## src/rtl/muldiv_hilo_unit_if.sv

```systemverilog
// Operand, control and HI/LO result bundle between control/register file and the mul/div unit.
interface muldiv_hilo_unit_if #(
    parameter int WIDTH = 32
);
    logic             start;
    logic [1:0]       op;
    logic [WIDTH-1:0] rs_data;
    logic [WIDTH-1:0] rt_data;
    logic             hi_we;
    logic             lo_we;
    logic [WIDTH-1:0] hilo_wdata;
    logic             busy;
    logic             done;
    logic [WIDTH-1:0] hi;
    logic [WIDTH-1:0] lo;

    modport master (
        output start, op, rs_data, rt_data, hi_we, lo_we, hilo_wdata,
        input  busy, done, hi, lo
    );

    modport slave (
        input  start, op, rs_data, rt_data, hi_we, lo_we, hilo_wdata,
        output busy, done, hi, lo
    );
endinterface

```

## src/rtl/muldiv_hilo_unit.sv

```systemverilog
// Iterative shift-add multiplier / restoring divider with architectural HI/LO registers.
// Signed operations run on magnitudes; the sign is restored in the single FIX cycle.
module muldiv_hilo_unit #(
    parameter int WIDTH = 32
) (
    input  logic              clk,
    input  logic              reset,
    muldiv_hilo_unit_if.slave bus
);
    localparam int CW = $clog2(WIDTH);

    typedef enum logic [1:0] {IDLE, CALC, FIX} state_t;

    state_t           state_reg, state_next;
    logic [CW-1:0]    cnt_reg;
    logic [WIDTH-1:0] a_reg;       // product high half / partial remainder
    logic [WIDTH-1:0] b_reg;       // multiplier then product low half / dividend then quotient
    logic [WIDTH-1:0] m_reg;       // multiplicand / divisor magnitude
    logic             is_div_reg;
    logic             q_neg_reg;   // product or quotient must be negated
    logic             r_neg_reg;   // remainder takes the dividend sign
    logic             dz_reg;
    logic             done_reg;
    logic [WIDTH-1:0] hi_reg, lo_reg;

    logic             signed_op;
    logic [WIDTH-1:0] rs_mag, rt_mag;
    logic [WIDTH:0]   mul_sum, div_shift, div_diff;
    logic [WIDTH-1:0] a_next, b_next;
    logic [2*WIDTH-1:0] prod, prod_fix;
    logic [WIDTH-1:0] quot_fix, rem_fix;

    always_ff @(posedge clk) begin
        if (reset) state_reg <= IDLE;
        else       state_reg <= state_next;
    end

    always_comb begin
        state_next = state_reg;
        case (state_reg)
            IDLE:    if (bus.start) state_next = CALC;
            CALC:    if (cnt_reg == '0) state_next = FIX;
            FIX:     state_next = IDLE;
            default: state_next = IDLE;
        endcase
    end

    always_comb begin
        signed_op = ~bus.op[0];
        rs_mag    = (signed_op && bus.rs_data[WIDTH-1]) ? -bus.rs_data : bus.rs_data;
        rt_mag    = (signed_op && bus.rt_data[WIDTH-1]) ? -bus.rt_data : bus.rt_data;

        mul_sum   = {1'b0, a_reg} + (b_reg[0] ? {1'b0, m_reg} : '0);
        div_shift = {a_reg, b_reg[WIDTH-1]};
        div_diff  = div_shift - {1'b0, m_reg};

        if (is_div_reg) begin
            // Borrow out of the trial subtraction means "restore": keep the shifted remainder.
            a_next = div_diff[WIDTH] ? div_shift[WIDTH-1:0] : div_diff[WIDTH-1:0];
            b_next = {b_reg[WIDTH-2:0], ~div_diff[WIDTH]};
        end else begin
            a_next = mul_sum[WIDTH:1];
            b_next = {mul_sum[0], b_reg[WIDTH-1:1]};
        end

        prod     = {a_reg, b_reg};
        prod_fix = q_neg_reg ? -prod : prod;
        // Zero divisor leaves |dividend| in the remainder, so sign-restoring it yields rs unchanged.
        quot_fix = dz_reg ? '1 : (q_neg_reg ? -b_reg : b_reg);
        rem_fix  = r_neg_reg ? -a_reg : a_reg;
    end

    always_ff @(posedge clk) begin
        if (reset) begin
            cnt_reg    <= '0;
            a_reg      <= '0;
            b_reg      <= '0;
            m_reg      <= '0;
            is_div_reg <= 1'b0;
            q_neg_reg  <= 1'b0;
            r_neg_reg  <= 1'b0;
            dz_reg     <= 1'b0;
            done_reg   <= 1'b0;
            hi_reg     <= '0;
            lo_reg     <= '0;
        end else begin
            done_reg <= (state_reg == FIX);
            case (state_reg)
                IDLE: begin
                    if (bus.hi_we) hi_reg <= bus.hilo_wdata;
                    if (bus.lo_we) lo_reg <= bus.hilo_wdata;
                    if (bus.start) begin
                        cnt_reg    <= CW'(WIDTH - 1);
                        a_reg      <= '0;
                        b_reg      <= rs_mag;
                        m_reg      <= rt_mag;
                        is_div_reg <= bus.op[1];
                        q_neg_reg  <= signed_op && (bus.rs_data[WIDTH-1] ^ bus.rt_data[WIDTH-1]);
                        r_neg_reg  <= signed_op && bus.rs_data[WIDTH-1];
                        dz_reg     <= bus.op[1] && (bus.rt_data == '0);
                    end
                end
                CALC: begin
                    a_reg <= a_next;
                    b_reg <= b_next;
                    if (cnt_reg != '0) cnt_reg <= cnt_reg - 1'b1;
                end
                FIX: begin
                    if (is_div_reg) begin
                        hi_reg <= rem_fix;
                        lo_reg <= quot_fix;
                    end else begin
                        hi_reg <= prod_fix[2*WIDTH-1:WIDTH];
                        lo_reg <= prod_fix[WIDTH-1:0];
                    end
                end
                default: ;
            endcase
        end
    end

    assign bus.busy = (state_reg != IDLE);
    assign bus.done = done_reg;
    assign bus.hi   = hi_reg;
    assign bus.lo   = lo_reg;
endmodule
```

## src/flat_wrapper.sv

```systemverilog
// flat-port wrapper written by rule: the top's interface ports become plain ports
module muldiv_hilo_unit_flat 
#(
    parameter int WIDTH = 32
)
  (clk, reset, bus_start, bus_op, bus_rs_data, bus_rt_data, bus_hi_we, bus_lo_we, bus_hilo_wdata, bus_busy, bus_done, bus_hi, bus_lo);
  muldiv_hilo_unit_if #(.WIDTH(WIDTH)) bus_i ();
  input  logic clk;
  input  logic reset;
  input wire logic [$bits(bus_i.start)-1:0] bus_start;
  input wire logic [$bits(bus_i.op)-1:0] bus_op;
  input wire logic [$bits(bus_i.rs_data)-1:0] bus_rs_data;
  input wire logic [$bits(bus_i.rt_data)-1:0] bus_rt_data;
  input wire logic [$bits(bus_i.hi_we)-1:0] bus_hi_we;
  input wire logic [$bits(bus_i.lo_we)-1:0] bus_lo_we;
  input wire logic [$bits(bus_i.hilo_wdata)-1:0] bus_hilo_wdata;
  output wire logic [$bits(bus_i.busy)-1:0] bus_busy;
  output wire logic [$bits(bus_i.done)-1:0] bus_done;
  output wire logic [$bits(bus_i.hi)-1:0] bus_hi;
  output wire logic [$bits(bus_i.lo)-1:0] bus_lo;
  assign bus_i.start = bus_start;
  assign bus_i.op = bus_op;
  assign bus_i.rs_data = bus_rs_data;
  assign bus_i.rt_data = bus_rt_data;
  assign bus_i.hi_we = bus_hi_we;
  assign bus_i.lo_we = bus_lo_we;
  assign bus_i.hilo_wdata = bus_hilo_wdata;
  assign bus_busy = bus_i.busy;
  assign bus_done = bus_i.done;
  assign bus_hi = bus_i.hi;
  assign bus_lo = bus_i.lo;
  muldiv_hilo_unit #(.WIDTH(WIDTH)) u_core (.clk(clk), .reset(reset), .bus(bus_i));
endmodule
```

## config.mk

```make
export PLATFORM = sky130hd
export DESIGN_NAME = muldiv_hilo_unit_flat
export DESIGN_NICKNAME = d
export VERILOG_FILES = /design/src/rtl/muldiv_hilo_unit_if.sv /design/src/rtl/muldiv_hilo_unit.sv /design/src/flat_wrapper.sv
export SDC_FILE = /design/constraint.sdc
export NUM_CORES = 1
export LEC_CHECK = 0
export ABC_CLOCK_PERIOD_IN_PS = 3200
export BUFFER_PORTS_ARGS = -buffer_cell sky130_fd_sc_hd__buf_2
export CAP_MARGIN = 10
export CORE_ASPECT_RATIO = 0.6
export CORE_UTILIZATION = 38
export DETAILED_ROUTE_END_ITERATION = 12
export SYNTH_ARGS = -nofsm -noshare
export SYNTH_HDL_FRONTEND = slang
export SYNTH_SLANG_ARGS = --single-unit
```

## constraint.sdc

```tcl
create_clock -name clk -period 3.2 [get_ports clk]
set_input_delay 0.16 -clock clk [delete_from_list [all_inputs] [get_ports clk]]
set_output_delay 0.16 -clock clk [all_outputs]
set_load 0.1 [all_outputs]
```

After elaboration in Yosys (flattened, before gate mapping)
Index checks and enable logic that the tools add are counted.
Widths: inputs -> output; s select.
Storage, ports and cells
  register bits: 172
  bits of input ports: 103
  output and inout bits: 66
  word-level logic and storage cells: 73
Operators by class
  add/subtract/negate cells: 8
  equal/unequal tests: 7
  mux-type cells: 26
  bitwise logic cells: 3
  reduce and logical (&&, ||, !) cells: 17
Operators by type and width (count)
  $mux 32: 15
  $pmux 32 s2: 4
  $neg 32->32: 4
  $mux 64: 1
  $neg 64->64: 1
  $add 32x33->33: 1
  $sub 33x32->33: 1
  $logic_not 32->1: 1
  $mux 5: 2
  $pmux 5 s2: 1
  $reduce_and 2->1: 5
  $ne 2x2->1 const B: 3
  $reduce_bool 2->1: 3
  $logic_not 5->1: 1
  $reduce_bool 5->1: 1
  $sub 5x1->5 const B: 1
  $logic_and 1x1->1: 4
  $mux 2: 2
  $ne 2x1->1 const B: 2
  $pmux 2 s2: 1
  $reduce_and 3->1: 1
  $eq 2x1->1 const B: 1
  $eq 2x2->1 const B: 1
  $logic_not 2->1: 1
  2 further kinds: 3

Logic depth before layout (Yosys ltp)
  depth in word-level cells: 5
  gate-level depth with buffers: 15
  gate-level depth less buffers: 13

Worst setup path before layout
Ideal clock, no wire load.
  path kind: register -> register
  from: register u_core.b_reg[31]
  to: register u_core.a_reg[19]
  library setup time: 0.129 ns
  arrival time: 3.047 ns
  required time: 3.071 ns
  setup slack: 0.024 ns
  stages on the path, launching flop included: 14
  path buffers: 1
  period minus slack after synthesis: 3.176 ns
  cells stage by stage: dfxtp_1 > inv_1 > ha_1 > fa_1 > nand2b_1 > a21oi_1 > o211a_1 > nand4_1 > nand3_1 > a21oi_1 > nor2_1 > clkbuf_1 > mux2i_1 > o21ai_0
Between the ends
  word-level cells in the longest chain between the ends: 4
RTL lines
  from (decl): line muldiv_hilo_unit.sv:17  | logic [WIDTH-1:0] b_reg;
  from (signal assigned): line muldiv_hilo_unit.sv:95  | b_reg <= rs_mag;
  from (signal assigned): line muldiv_hilo_unit.sv:105  | b_reg <= b_next;
  $sub 33x32->33: line muldiv_hilo_unit.sv:55  | div_diff = div_shift - {1'b0, m_reg};
  $mux 32: line muldiv_hilo_unit.sv:59  | a_next = div_diff[WIDTH] ? div_shift[WIDTH-1:0] : div_diff[WIDTH-1:0];
  $mux 32: line muldiv_hilo_unit.sv:57  | if (is_div_reg) begin
  $pmux 32 s2: line muldiv_hilo_unit.sv:88  | case (state_reg)
  to (signal assigned): line muldiv_hilo_unit.sv:104  | a_reg <= a_next;
  to (decl): line muldiv_hilo_unit.sv:16  | logic [WIDTH-1:0] a_reg;
Every way passes these cells.
A chain may end at the register's enable or synchronous reset.

Worst setup path after layout
  from: register u_core.b_reg[0]
  to: register u_core.a_reg[24]
Between the ends
  word-level cells in the longest chain between the ends: 4
RTL lines
  $mux 32: line muldiv_hilo_unit.sv:53  | mul_sum = {1'b0, a_reg} + (b_reg[0] ? {1'b0, m_reg} : '0);
  $add 32x33->33: line muldiv_hilo_unit.sv:53
  $mux 32: line muldiv_hilo_unit.sv:57
  $pmux 32 s2: line muldiv_hilo_unit.sv:88
Every way passes these cells.

==> results.json <==
{
  "setup_viol": 0,
  "synth_area_leaders": "dfxtp_1, ha_1, xnor2_1",
  "finClkSkew_ns": 0.01088,
  "die_area_sq_um": 37700,
  "crit_end": "u_core.a_reg[24]$_SDFFE_PP0P_",
  "crit_type": "reg -> reg",
  "tightest_slew_ns": 1.068,
  "layout-drive-gt1-share_pct": 21.44,
  "clock_path_buffers": 2,
  "synth_nets": 2054,
  "clock.fmax_mhz": 314.2,
  "syn2layout_area_growth_pct": 23.94,
  "r2r_start": "u_core.b_reg[0]$_SDFFE_PP0P_",
  "worstPathArrival_ns": 3.56,
  "syn-cell-area_sq_um": 14020,
  "synth-edff-count": 0,
  "synth_cell_type_count": 74,
  "rsz0062_at_grt": "true",
  "slew_viol_final": 0,
  "yosys_warnings": 0,
  "cp.required_ns": 3.58,
  "drt-initial-drc-count": 1854,
  "die_h_microns": 150.8,
  "grt_pass1_wl_microns": 83480,
  "worst_r2r_endpoint": "u_core.a_reg[24]$_SDFFE_PP0P_",
  "syn_area_per_cell_sq_um": 7.464,
  "yosysMostFrequentCell": "nor2_1",
  "gr-total-overflow": 0,
  "power.leakage_nw": 7.339,
  "grt_pass1_vias": 13910,
  "path_max_fanout": 11,
  "status": "finished clean",
  "post-route-util_pct": 47.82,
  "rows": 54,
  "cts_sinks": 172,
  "clk_latency_ns": 0.46,
  "async_reset_ff_share_pct": 0,
  "post-route-drc-count": 0,
  "synth-main-ff-cell": "dfxtp_1",
  "crit_path_end_kind": "flop",
  "num_antenna_cells": 0,
  "fin_crit_sh_pct": 99.46,
  "drt-total-wl_microns": 57300,
  "synth.top_cells.by_count": "nor2_1, dfxtp_1, a21oi_1",
  "core_area_sq_um": 36350,
  "cts.clk_slew.worst_paths_ns": 0.08,
  "cts-root-buf": "clkbuf_16",
  "power_density_nw_per_um2": 464.2,
  "via_per_inst": 6.035,
  "rrSetupSlack_ns": 0.02,
  "yosys_register_bits": 172,
  "startpoint": "u_core.b_reg[0]$_SDFFE_PP0P_",
  "wl_per_cell_microns": 21.82,
  "slew-limit-headroom_pct": 28.64,
  "track_usage_pct": 29.08,
  "numCtsBuffers": 17,
  "route.vias.total": 15850,
  "ys_seq_area_share_pct": 24.55,
  "finalHoldViolations": 0,
  "die_w_microns": 250.0,
  "nFillCells": 3623,
  "ir_worst_vdd_uv": 352.0,
  "postRouteAntennaNets": 0,
  "antenna_found_initial": 0,
  "start_util_pct": 38.58,
  "drv_cap": 0,
  "cts_tree": "built",
  "dp_cells": 2581,
  "min_from": "bus_hilo_wdata[22]",
  "io_buffer_count": 168,
  "synth_top_area_share_pct": 24.55,
  "firstDrtPassIters": 8,
  "r2r_cells": 15,
  "synth_top_area_cell": "dfxtp_1",
  "hpwl_microns": 44470,
  "critPathLaunchType": "flop",
  "netlist_instances": 1879,
  "grt_max_degree": 67,
  "finalWeightedCongestion": 1.033,
  "timing.final.crit_period_ns": 3.183,
  "fin_cells": 2626,
  "min-delay-path-class": "in -> reg",
  "htreeDepth": 4,
  "io_pins": 169,
  "fin_nets": 2313
}
-- metrics by stage --
step	total power [mW]	area (sq um)	TNS (ns)	setup slack (ns)	hold slack [ns]
CTS	7.937	17170	0	0.002542	0.003409
finish	8.070	17380	0	0.01733	0.01435
floorplan	4.699	14020	0	0.02397	0.2960
global placement	5.782	16450	-0.4389	-0.2237	0.4387
global route	8.385	17380	-0.1262	-0.04887	0.02859
detailed placement	5.822	16450	-0.6841	-0.2857	0.4411
-- cell type report --
type	count	area [sq um]	share of cell area (%)
repair buffers	371	2470	14.21
clock buffers	19	442.9	2.548
clock inverters	12	113.9	0.6550
inverters	65	244.0	1.404
well taps	476	595.6	3.426
flip-flops and latches	172	3448	19.84
multi-input cells	1511	10070	57.92
-- report_power, final --
group | switching (mW) | internal, mW
sequential | 0.155 | 2.34
clock | 1.00 | 1.10
combinational | 2.32 | 1.16
-- worst min-delay path by stage --
| stage | to | slack [ns] | cells past startpoint |
|---|---|---|---|
| floorplan | u_core.m_reg[0]$_SDFFE_PP0P_ | 0.30 | 2 |
| global placement | u_core.bus.lo[10]$_SDFFE_PP0P_ | 0.44 | 2 |
| finish | u_core.bus.hi[22]$_SDFFE_PP0P_ | 0.01 | 3 |
| global route | u_core.m_reg[18]$_SDFFE_PP0P_ | 0.03 | 3 |
| detailed placement | u_core.bus.lo[4]$_SDFFE_PP0P_ | 0.44 | 2 |
| CTS | u_core.bus.hi[22]$_SDFFE_PP0P_ | 0.003 | 3 |
-- logic make-up after synthesis --
logic type               Yosys count  synth area share [%]
AO/OA/AOI/OAI                    634                 30.00
AND/OR/NAND/NOR                  587                 19.48
buffers and inverters            196                 5.362
flip-flops                       172                 24.55
XOR/XNOR                         169                 10.55
adder cells (fa/ha/maj)           72                 6.530
multiplexers                      49                 3.515
-- worst max-delay path: stages (launching register included) --
cell       delay [ns]
dfxtp_2          0.34
inv_2            0.09
buf_6            0.18
nor2_1           0.08
ha_2             0.39
o21ai_0          0.09
nand2b_1         0.08
o2111ai_1        0.16
a21oi_2          0.38
buf_4            0.19
a41oi_2          0.15
o221ai_2         0.21
xor2_1           0.29
buf_4            0.17
a21oi_1          0.07
a221oi_2         0.24
-- placed cells by master, fill, tap and decap left out, types with 17 or more instances in the layout --
master	netlist	routed
nor2_1	197	193
buf_4	0	184
dfxtp_1	172	168
buf_2	3	167
nand2_1	162	161
a21oi_1	163	155
o21ai_0	121	116
xnor2_1	95	94
a211oi_1	81	79
xor2_1	74	74
ha_1	70	63
inv_1	65	62
mux2i_1	47	47
nor3_1	47	45
nand3_1	33	33
o221ai_1	34	33
a21o_1	29	29
o31ai_1	26	25
or3_1	24	23
a31oi_1	22	21
a22oi_1	22	21
nor4_1	20	20
nand2b_1	20	20
clkbuf_16	0	17
-- layer usage --
layer	routed length (microns)	up-vias	track usage, %
met1	27480	7475	45.67
met5	0	-	0
met3	8127	62	10.35
met2	20940	885	36.30
li1	-	7426	-
met4	746	0	5.337
-- repair_timing --
action                     CTS  global route
setup buffers                1             1
resized for setup           12            53
hold endpoints to repair    12             0
pin swaps                    2             7
setup endpoints to repair   16            42
hold buffers                12             0
(Power assumes the default switching activity.)
